[src/rtl/game_turn_ctrl_pkg.sv]
// Shared types and constants for the tic-tac-toe turn controller:
// colour codes, FSM states, winner codes and the win-line table.
package game_pkg;

  localparam logic COLOR_BLUE   = 1'b0;
  localparam logic COLOR_YELLOW = 1'b1;

  localparam logic [11:0] RGB_BLUE   = 12'h00f;
  localparam logic [11:0] RGB_YELLOW = 12'hff0;

  typedef enum logic [2:0] {
    ST_IDLE,
    ST_WAIT,
    ST_CHECK_MOVE,
    ST_EVAL,
    ST_DONE
  } state_t;

  localparam logic [1:0] WIN_NONE   = 2'b00;
  localparam logic [1:0] WIN_BLUE   = 2'b01;
  localparam logic [1:0] WIN_YELLOW = 2'b10;
  localparam logic [1:0] WIN_DRAW   = 2'b11;

  localparam int NUM_LINES = 8;

  // Bit k-1 is square k, squares numbered row-major from the top-left.
  localparam logic [8:0] WIN_LINES [0:NUM_LINES-1] = '{
    9'h007, 9'h038, 9'h1C0,
    9'h049, 9'h092, 9'h124,
    9'h111, 9'h054
  };

  function automatic logic [1:0] win_code(input logic colour);
    return (colour == COLOR_YELLOW) ? WIN_YELLOW : WIN_BLUE;
  endfunction

endpackage

[src/rtl/game_turn_ctrl_win_detect.sv]
// Combinational check: does any of the eight lines hold three squares
// of the given colour?
module win_detect
  import game_pkg::*;
(
  input  logic [8:0] square_en,
  input  logic [8:0] square_color,
  input  logic       colour,
  output logic       line_hit
);

  always_comb begin
    line_hit = 1'b0;
    for (int i = 0; i < NUM_LINES; i++) begin
      if ((square_en & WIN_LINES[i]) == WIN_LINES[i]) begin
        if (colour == COLOR_YELLOW) begin
          if ((square_color & WIN_LINES[i]) == WIN_LINES[i]) line_hit = 1'b1;
        end else begin
          if ((square_color & WIN_LINES[i]) == 9'd0) line_hit = 1'b1;
        end
      end
    end
  end

endmodule

[src/rtl/game_turn_ctrl.sv]
// Turn sequencer for the tic-tac-toe board: debounces move requests,
// validates squares, alternates players and reports win/draw.
//
// state      | meaning
// -----------+---------------------------------------------------
// IDLE       | menu active or game not started; requests ignored
// WAIT       | waiting for a qualified move request
// CHECK_MOVE | validate latched index, place piece or reject
// EVAL       | look for a completed line or a full board
// DONE       | game over, board frozen, requests rejected
module game_turn_ctrl
  import game_pkg::*;
#(
  parameter logic FIRST_COLOR = 1'b0,
  parameter int   MOVE_GUARD  = 4
) (
  input  logic       pclk,
  input  logic       rst,
  input  logic       start_en,
  input  logic       choice_en,
  input  logic       new_game,
  input  logic       move_req,
  input  logic [3:0] move_idx,
  output logic [8:0] square_en,
  output logic [8:0] square_color,
  output logic       turn,
  output logic       move_ack,
  output logic       move_err,
  output logic       game_over,
  output logic [1:0] winner
);

  localparam int GW = $clog2(MOVE_GUARD + 1);
  localparam logic [GW-1:0] GUARD_MAX = GW'(MOVE_GUARD);

  state_t        state_q, state_d;
  logic [GW-1:0] guard_q, guard_d;
  logic [3:0]    idx_q, idx_d;
  logic [3:0]    move_cnt_q, move_cnt_d;
  logic [8:0]    square_en_q, square_en_d;
  logic [8:0]    square_color_q, square_color_d;
  logic          turn_q, turn_d;
  logic          move_ack_q, move_ack_d;
  logic          move_err_q, move_err_d;
  logic          game_over_q, game_over_d;
  logic [1:0]    winner_q, winner_d;

  logic       qual_edge;
  logic       go_active;
  logic       idx_valid;
  logic [8:0] idx_mask;
  logic       line_hit;

  win_detect u_win_detect (
    .square_en    (square_en_q),
    .square_color (square_color_q),
    .colour       (turn_q),
    .line_hit     (line_hit)
  );

  // A saturated low-count means move_req was low long enough, so a high
  // level now is itself the rising edge.
  assign qual_edge = move_req && (guard_q == GUARD_MAX);
  assign go_active = start_en && !choice_en;
  assign idx_valid = (idx_q != 4'd0) && (idx_q <= 4'd9);
  assign idx_mask  = idx_valid ? (9'd1 << (idx_q - 4'd1)) : 9'd0;

  always_comb begin
    state_d        = state_q;
    idx_d          = idx_q;
    move_cnt_d     = move_cnt_q;
    square_en_d    = square_en_q;
    square_color_d = square_color_q;
    turn_d         = turn_q;
    move_ack_d     = 1'b0;
    move_err_d     = 1'b0;
    game_over_d    = game_over_q;
    winner_d       = winner_q;

    if (move_req) begin
      guard_d = '0;
    end else if (guard_q == GUARD_MAX) begin
      guard_d = guard_q;
    end else begin
      guard_d = guard_q + GW'(1);
    end

    if (new_game) begin
      square_en_d    = 9'd0;
      square_color_d = 9'd0;
      turn_d         = FIRST_COLOR;
      winner_d       = WIN_NONE;
      game_over_d    = 1'b0;
      move_cnt_d     = 4'd0;
      state_d        = go_active ? ST_WAIT : ST_IDLE;
    end else begin
      case (state_q)
        ST_IDLE: begin
          if (go_active) state_d = ST_WAIT;
        end
        ST_WAIT: begin
          if (!go_active) begin
            state_d = ST_IDLE;
          end else if (qual_edge) begin
            idx_d   = move_idx;
            state_d = ST_CHECK_MOVE;
          end
        end
        ST_CHECK_MOVE: begin
          if (!idx_valid || ((square_en_q & idx_mask) != 9'd0)) begin
            move_err_d = 1'b1;
            state_d    = ST_WAIT;
          end else begin
            square_en_d    = square_en_q | idx_mask;
            square_color_d = turn_q ? (square_color_q | idx_mask)
                                    : (square_color_q & ~idx_mask);
            move_ack_d     = 1'b1;
            move_cnt_d     = move_cnt_q + 4'd1;
            state_d        = ST_EVAL;
          end
        end
        ST_EVAL: begin
          if (line_hit) begin
            winner_d    = win_code(turn_q);
            game_over_d = 1'b1;
            state_d     = ST_DONE;
          end else if (move_cnt_q == 4'd9) begin
            winner_d    = WIN_DRAW;
            game_over_d = 1'b1;
            state_d     = ST_DONE;
          end else begin
            turn_d  = ~turn_q;
            state_d = ST_WAIT;
          end
        end
        ST_DONE: begin
          if (qual_edge) move_err_d = 1'b1;
        end
        default: state_d = ST_IDLE;
      endcase
    end
  end

  always_ff @(posedge pclk or posedge rst) begin
    if (rst) begin
      state_q        <= ST_IDLE;
      guard_q        <= '0;
      idx_q          <= 4'd0;
      move_cnt_q     <= 4'd0;
      square_en_q    <= 9'd0;
      square_color_q <= 9'd0;
      turn_q         <= FIRST_COLOR;
      move_ack_q     <= 1'b0;
      move_err_q     <= 1'b0;
      game_over_q    <= 1'b0;
      winner_q       <= WIN_NONE;
    end else begin
      state_q        <= state_d;
      guard_q        <= guard_d;
      idx_q          <= idx_d;
      move_cnt_q     <= move_cnt_d;
      square_en_q    <= square_en_d;
      square_color_q <= square_color_d;
      turn_q         <= turn_d;
      move_ack_q     <= move_ack_d;
      move_err_q     <= move_err_d;
      game_over_q    <= game_over_d;
      winner_q       <= winner_d;
    end
  end

  assign square_en    = square_en_q;
  assign square_color = square_color_q;
  assign turn         = turn_q;
  assign move_ack     = move_ack_q;
  assign move_err     = move_err_q;
  assign game_over    = game_over_q;
  assign winner       = winner_q;

endmodule

[config.mk]
export PLATFORM = sky130hd
export DESIGN_NAME = game_turn_ctrl
export DESIGN_NICKNAME = d
export VERILOG_FILES = /design/src/rtl/game_turn_ctrl_pkg.sv /design/src/rtl/game_turn_ctrl_win_detect.sv /design/src/rtl/game_turn_ctrl.sv
export SDC_FILE = /design/constraint.sdc
export NUM_CORES = 1
export LEC_CHECK = 0
export CAP_MARGIN = 20
export CELL_PAD_IN_SITES_DETAIL_PLACEMENT = 0
export CELL_PAD_IN_SITES_GLOBAL_PLACEMENT = 1
export CORE_MARGIN = 3
export CORE_UTILIZATION = 26
export CTS_BUF_LIST = sky130_fd_sc_hd__clkbuf_4
export CTS_CLUSTER_DIAMETER = 120
export CTS_CLUSTER_SIZE = 8
export DETAILED_ROUTE_END_ITERATION = 6
export MAX_ROUTING_LAYER = met4
export PLACE_DENSITY_LB_ADDON = 0.1
export SYNTH_ARGS = -nofsm -noshare
export SYNTH_HDL_FRONTEND = slang
export SYNTH_SLANG_ARGS = --single-unit
[constraint.sdc]
create_clock -name pclk -period 4 [get_ports pclk]
set_input_delay 1.2 -clock pclk [delete_from_list [all_inputs] [get_ports pclk]]
set_output_delay 1.2 -clock pclk [all_outputs]
set_load 0.02 [all_outputs]
-- Word-level counts from Yosys, hierarchy flattened
Cells that the tools add are included.
- shift-type cells: 1
- equal/unequal tests: 29
- reduce and logical (&&, ||, !) cells: 25
- bitwise gates (word level): 7
- multiplexer cells: 74
- $add $sub $neg: 3
- order comparisons: 1
- operators with widths (kind ; count):
    9-bit logical NOT ; 8
    9-bit two-way mux ; 8
    3-bit == test (second input constant) ; 18
    1-bit two-way mux ; 47
    3-bit two-way mux ; 8
    9-bit bitwise AND ; 2
    9-bit OR ; 2
    3-bit case mux with 5 select lines ; 1
    2-bit two-way mux ; 6
    4-bit two-way mux ; 3
    2-bit inequality test (second input constant) ; 5
    9-bit NOT ; 1
    9-bit nonzero test ; 1
    1-bit by 4-bit << shifter with 9-bit output (first input constant) ; 1
    3-bit by 2-bit == test with 1-bit output (second input constant) ; 2
    3-bit AND reduction ; 2
    4-bit by 1-bit adder with 4-bit output (second input constant) ; 1
    4-bit == test (second input constant) ; 1
    4-bit <= comparator (second input constant) ; 1
    4-bit inequality test (second input constant) ; 1
    2-bit AND reduction ; 2
    4-bit AND reduction ; 1
    2-bit nonzero test ; 2
    4-bit nonzero test ; 1
    11 further kinds ; 15
- bits in registers: 38
- output and inout bits: 24
- input bits: 10
- word-level logic and storage cells: 151

-- Logic depth before layout (Yosys ltp)
Gate-level depths: netlist of the first run.
- word-level depth: 28
- depth in mapped cells: 7
- gate-level depth less buffers: 6

-- Hierarchy
Synthesis of the first run repeated with hierarchy kept, for this count alone.
- cells, all modules: 251
- area total of the unflattened synthesis: 2421.1 um^2
- modules (own cells, without submodules) (module ; instances ; sequential area each (um^2) ; cells each ; area each (um^2)):
    game_turn_ctrl ; 1 ; 950.9 ; 219 ; 2209.6
    win_detect ; 1 ; 0.0 ; 32 ; 211.5

-- Worst setup path before layout of the first run
OpenSTA, ideal clock, no wires.
- path type: input -> register
- from: in new_game
- to: reg idx_q[0]
- setup slack: 1921 ps
- library setup time: 125 ps
- stages: 4
- arrival: 1954 ps
- required time: 3875 ps
- buffers on the path: 1
- cell sequence: clkbuf_1 -> nor2_1 -> nand4_1 -> mux2_2
- longest elaborated chain between the ends: 2
- ends and longest elaborated chain (element ; RTL line ; text):
    from (decl) ; game_turn_ctrl.sv:21 ; input logic new_game,
    1-bit NOT (no line) ; - ;
    4-bit AND reduction (no line) ; - ;
    to (signal assigned) ; game_turn_ctrl.sv:160 ; idx_q <= idx_d;
    to (decl) ; game_turn_ctrl.sv:38 ; logic [3:0] idx_q, idx_d;
No other way between the ends.
A chain may end at the register's enable or synchronous reset.

-- Worst setup path in the final report of the first run
- from: reg turn_q (netlist: turn)
- to: out turn
- RTL lines (element ; RTL line ; text):
    from (decl) ; game_turn_ctrl.sv:42 ; logic turn_q, turn_d;
    from (signal assigned) ; game_turn_ctrl.sv:164 ; turn_q <= turn_d;
    to (decl) ; game_turn_ctrl.sv:26 ; output logic turn,
No word-level cell between the ends.

==> flow_summary.json, run 1 <==
{
  "critPathSlowestCell": "dfrtp_1",
  "syn_inst": 225,
  "drtIter0Drc": 60,
  "synth-main-ff-cell": "dfrtp_1",
  "critical_path.top_delay_family": "flip-flops",
  "fin_crit_sh_pct": 78.96,
  "hpwl_um": 4218,
  "ff2ff_path_depth": 6,
  "pwr_density_cell_nw_per_um2": 304.3,
  "gp_congestion": 0.7188,
  "htree_levels": 2,
  "cts_root_buffer": "clkbuf_4",
  "yosysTopAreaCell": "dfrtp_1",
  "numCtsBuffers": 5,
  "synth_fp_nets": 239,
  "dp_cells": 352,
  "clkTransAtPathRegs_ns": 0.14,
  "cp.depth": 1,
  "clkLatencyLatePin_ns": 0.36,
  "rows": 32,
  "die_x_um": 96.18,
  "dieArea_um2": 9251,
  "holdWs_ns": 0.5416,
  "vias": 1797,
  "drv_cap": 0,
  "cts_resized": 0,
  "cp_max_fo": 27,
  "slew_violations": 0,
  "overflow": 0,
  "layout.nets": 271,
  "synth_area_leaders": "dfrtp_1 45%, nor2_1 5.9%, mux2i_1 3.8%",
  "p_total_w": 0.0008075,
  "synth-seq-cells": 38,
  "async_flop_share_pct": 100.0,
  "hold_path_depth": 2,
  "synth_edf_count": 0,
  "grt_setup_unrepaired": "no",
  "post_dp_cell_area_um2": 2547,
  "fillers": 844,
  "grt_pass1_vias": 1772,
  "drc_errors": 0,
  "stdcell_count": 360,
  "synth_area_um2": 2115,
  "crit_buf_inv": 1,
  "worst_slew_margin_rel_pct": 49.55,
  "path_class": "reg2out",
  "start_util_pct": 27.08,
  "tightest_slew_ns": 0.7568,
  "grt_use_total_pct": 14.27,
  "antenna_cells": 0,
  "use_met3_pct": 3.206,
  "first_pass_iters": 4,
  "arrival_ns": 1.96,
  "cts_setup_buffers": 0,
  "end_kind": "primary output",
  "grt.met1_usage_pct": 18.49,
  "setup_viol": 0,
  "areaGrowthSynthToFinish_pct": 25.50,
  "status": "completed",
  "finClkSkew_ns": 0.01365,
  "wl_per_cell_um": 16.33,
  "ant_nets": 0,
  "yosysMostFrequentCell": "dfrtp_1",
  "cts_hold_buffers": 0,
  "vias_per_cell": 4.992,
  "yosysWarnings": 0,
  "ys_types": 48,
  "coreArea_um2": 7807,
  "drive_above_1_share_pct": 8.915,
  "antenna_found_initial": 0,
  "ys_seq_area_share_pct": 44.97,
  "critPathMaxStageDelay_ns": 0.86,
  "tns_ns": 0,
  "max-vdd-ir-drop_mv": 0.1359,
  "cts_tree": "yes",
  "startpoint_type": "register",
  "fin_area_um2": 2654,
  "wl_um": 5878,
  "clock_path_buffers": 2,
  "fmax_mhz": 316.6,
  "hold_class": "reg2reg",
  "boundaryPins": 34,
  "syn_area_per_cell_um2": 9.398,
  "synth_common_cells": "38 x dfrtp_1, 33 x nor2_1, 15 x inv_1, 14 x a21oi_1, 11 x nand4_1",
  "grt_busiest_layer": "met2",
  "cts_num_sinks": 38,
  "p_leak_nw": 1.077,
  "period_needed_ns": 3.158,
  "path_cells": "clkdlybuf4s50_1",
  "yosys.area.top_type_share_pct": 44.97,
  "hold_violations": 0,
  "die_h_um": 96.18,
  "grt_first_pass_wirelength_um": 9701,
  "globalRouteMet2Util_pct": 22.37,
  "critical_path_required_ns": 2.80,
  "grt_max_degree": 35,
  "io_buffers": 33
}
-- per-layer routing --
| metal | up-vias | part of all wire [%] |
|---|---|---|
| li1 | 873 | - |
| met1 | 886 | 47 |
| met2 | 31 | 48 |
| met3 | 7 | 4.2 |
| met4 | 0 | 1.1 |
| met5 | - | 0 |
-- worst paths after layout --
check | start | to | slack (ns)
min | game_over | game_over | 0.54
max in group asynchronous | rst | square_color[3] | 2.14
max reg2reg | turn | turn | 1.45
min in group asynchronous | rst | state_q[0] | 1.11
max | turn | turn | 0.84
min reg2reg | game_over | game_over | 0.54
-- worst register-to-register path, cell delays in order, from the launching register on --
cell and delay, ns:
dfrtp_1 0.86, or4_4 0.27, a2111oi_4 0.06, nor4_1 0.50
nand3_2 0.15, nor3_1 0.27, mux2_1 0.35
-- sequential cells by signal (all words and copies together), names as in the netlist --
name	flops
guard_q	3
game_over	1
square_en	9
move_err	1
square_color	9
winner	2
state_q	3
turn	1
move_cnt_q	4
move_ack	1
idx_q	4
-- where the power goes --
part	switching [W]	internal, W	leakage [nW]
clock	0.000151	0.000196	0.0554
sequential	0.0000116	0.000391	0.527
combinational	0.0000359	0.0000228	0.494
total	0.000198	0.000609	1.08
-- cell type report --
| cell class | instances | area (um2) | area share (%) |
|---|---|---|---|
| clock buffers | 5 | 37.54 | 1.414 |
| repair buffers | 35 | 345.3 | 13.01 |
| flip-flops and latches | 38 | 950.9 | 35.83 |
| well taps | 102 | 127.6 | 4.809 |
| clock inverters | 3 | 68.82 | 2.593 |
| multi-input cells | 162 | 1067 | 40.22 |
| inverters | 15 | 56.30 | 2.122 |
-- cell usage in the layout, fill, tap and decap left out, drive strengths merged, types with 5 or more instances in the layout --
master / n
dfrtp: 38
nor2: 33
clkdlybuf4s50: 33
inv: 15
a21oi: 14
nand4: 11
nand3: 11
nand2: 10
nor3: 9
mux2i: 8
clkbuf: 5
mux2: 5
or4: 5
-- metrics by stage --
step / util (%) / setup WS, ns
3_5_place_dp: 32.63 / 1.242
4_1_cts: 33.99 / 0.8160
2_1_floorplan: - / 1.921
3_3_place_gp: 32.63 / 1.245
5_1_grt: 33.99 / 0.6753
6_report: 33.99 / 0.8418
-- logic make-up (layout without fill, tap and decap cells) --
family | Yosys count | count (layout) | share of synthesized area, %
flip-flops | 38 | 38 | 44.97
multiplexers | 13 | 13 | 6.450
XOR/XNOR | 4 | 4 | 1.657
AND/OR/NAND/NOR | 103 | 103 | 26.63
adder cells (fa/ha/maj) | 4 | 4 | 2.367
AO/OA/AOI/OAI | 38 | 38 | 13.37
buffers and inverters | 25 | 58 | 4.556
Note: power is estimated with default switching activity, not from simulation.
==> run 2: changes to the inputs <==
Clock period 4 ns to 3.02 ns, I/O delays scaled along.
==> run 2 against run 1 <==
  * Combinational power up 38%
  * Via count up 0.17%
  * Critical path depth unchanged
  * Die area unchanged
  * Flip-flop and latch count unchanged
  * Register-to-register slack worse by 0.85 ns
  * Critical path type unchanged
  * Largest cell class unchanged
  * First-iteration DRC count up 62%
  * Highest routed layer unchanged
==> flow_summary.json, run 2 (synthesis results as in run 1) <==
{
  "status": "completed",
  "die_x_um": 96.18,
  "path_cells": "clkdlybuf4s50_1",
  "cts_root_buffer": "clkbuf_4",
  "route.met2.wl_um": 2798,
  "grt_use_total_pct": 14.56,
  "drive_above_1_share_pct": 9.615,
  "numCtsBuffers": 5,
  "fin_crit_sh_pct": 92.59,
  "critical_path.top_delay_family": "flip-flops",
  "hpwl_um": 4222,
  "tns_ns": 0,
  "antenna_cells": 0,
  "fin_area_um2": 2640,
  "m1WireLength_um": 2787,
  "grt_pass1_vias": 1800,
  "drc_errors": 0,
  "arrival_ns": 1.89,
  "pwr_density_cell_nw_per_um2": 370.0,
  "post_dp_cell_area_um2": 2562,
  "setup_viol": 0,
  "htree_levels": 2,
  "wl_um": 5961,
  "reg2reg_setup_slack_ns": 0.60,
  "critical_path_required_ns": 2.11,
  "period_needed_ns": 2.796,
  "cts_hold_buffers": 0,
  "final_cell_mix": "38 x dfrtp_1, 33 x nor2_1, 33 x clkdlybuf4s50_1",
  "drtIter0Drc": 97,
  "p_total_w": 0.0009769,
  "ant_nets": 0,
  "path_class": "reg2out",
  "grt_first_pass_wirelength_um": 9832,
  "clkTransAtPathRegs_ns": 0.14,
  "layout_commonest_cell": "dfrtp_1",
  "crit_buf_inv": 1,
  "clkLatencyLatePin_ns": 0.36,
  "first_pass_iters": 4,
  "rows": 32,
  "cts_resized": 0,
  "startpoint_type": "register",
  "wl_per_cell_um": 16.47,
  "overflow": 0,
  "io_buffers": 33,
  "areaGrowthSynthToFinish_pct": 24.85,
  "critPathMaxStageDelay_ns": 0.79,
  "vias_per_cell": 4.972,
  "fmax_mhz": 357.6,
  "critPathSlowestCell": "dfrtp_1",
  "hold_violations": 0,
  "worst_slew_margin_rel_pct": 56.01,
  "hold_class": "reg2reg",
  "slew_violations": 0,
  "layout.nets": 273,
  "cts_num_sinks": 38,
  "coreArea_um2": 7807,
  "grt_setup_unrepaired": "no",
  "topRoutingLayerUsed": "met4",
  "vias": 1800,
  "cts_tree": "yes",
  "grt_max_degree": 39,
  "clock_path_buffers": 2,
  "cts_setup_buffers": 0,
  "tightest_slew_ns": 0.6598,
  "dieArea_um2": 9251,
  "boundaryPins": 34,
  "drv_cap": 0,
  "gp_congestion": 0.7661,
  "max-vdd-ir-drop_mv": 0.2011,
  "p_leak_nw": 1.077,
  "end_kind": "primary output",
  "antenna_found_initial": 0,
  "cp_max_fo": 24,
  "fillers": 834,
  "met3_length_um": 246,
  "start_util_pct": 27.08,
  "die_h_um": 96.18,
  "finClkSkew_ns": 0.01496
}
-- run 2: cell count changes in the layout (fill, tap and decap cells not counted), sizes merged --
cell,before,now
clkinv,1,2
bufinv,2,1
buf,2,4
-- run 2: cell type report --
type / instances / area (um2) / area share [%]
flip-flops and latches: 38 / 950.9 / 36.02
well taps: 102 / 127.6 / 4.834
inverters: 15 / 56.30 / 2.133
clock inverters: 3 / 40.04 / 1.517
multi-input cells: 162 / 1067 / 40.43
clock buffers: 5 / 37.54 / 1.422
repair buffers: 37 / 360.3 / 13.65
-- run 2: stage by stage --
stage               hold slack, ns  util (%)  worst slack, ns  instances
floorplan                   0.5031         -           0.9484        225
global placement            0.5144     32.82           0.5572        354
detailed placement          0.5095     32.82           0.5786        354
CTS                         0.5330     33.81           0.2060        362
global route                0.5589     33.81          0.09256        362
finish                      0.5290     33.81           0.2239        362
-- run 2: worst paths after layout --
kind | from | cells after the start | to
setup / recovery | turn | 1 | turn
hold / removal | game_over | 2 | game_over
setup reg to reg | turn | 6 | turn
hold reg to reg | game_over | 2 | game_over
min in group asynchronous | rst | 3 | move_cnt_q[0]
max in group asynchronous | rst | 3 | square_color[6]
-- run 2: routing by layer --
layer	vias to the layer above	track usage, %
met3	11	3.206
met2	46	21.97
met5	-	-
met4	0	5.095
met1	859	19.18
li1	884	-
-- run 2: report_power, final --
part	switching [W]	total [W]	leakage [nW]	internal, W
logic	0.0000499	0.0000809	0.505	0.0000310
registers	0.0000137	0.000531	0.527	0.000518
clock network	0.000193	0.000365	0.0450	0.000172
total	0.000257	0.000977	1.08	0.000720
-- run 2: worst register-to-register path, stage by stage (launching register included) --
cell and delay (ns):
dfrtp_1 0.79, or4_4 0.26, a2111oi_4 0.06, nor4_1 0.47, nand3_2 0.15, nor3_1 0.23, mux2_1 0.36
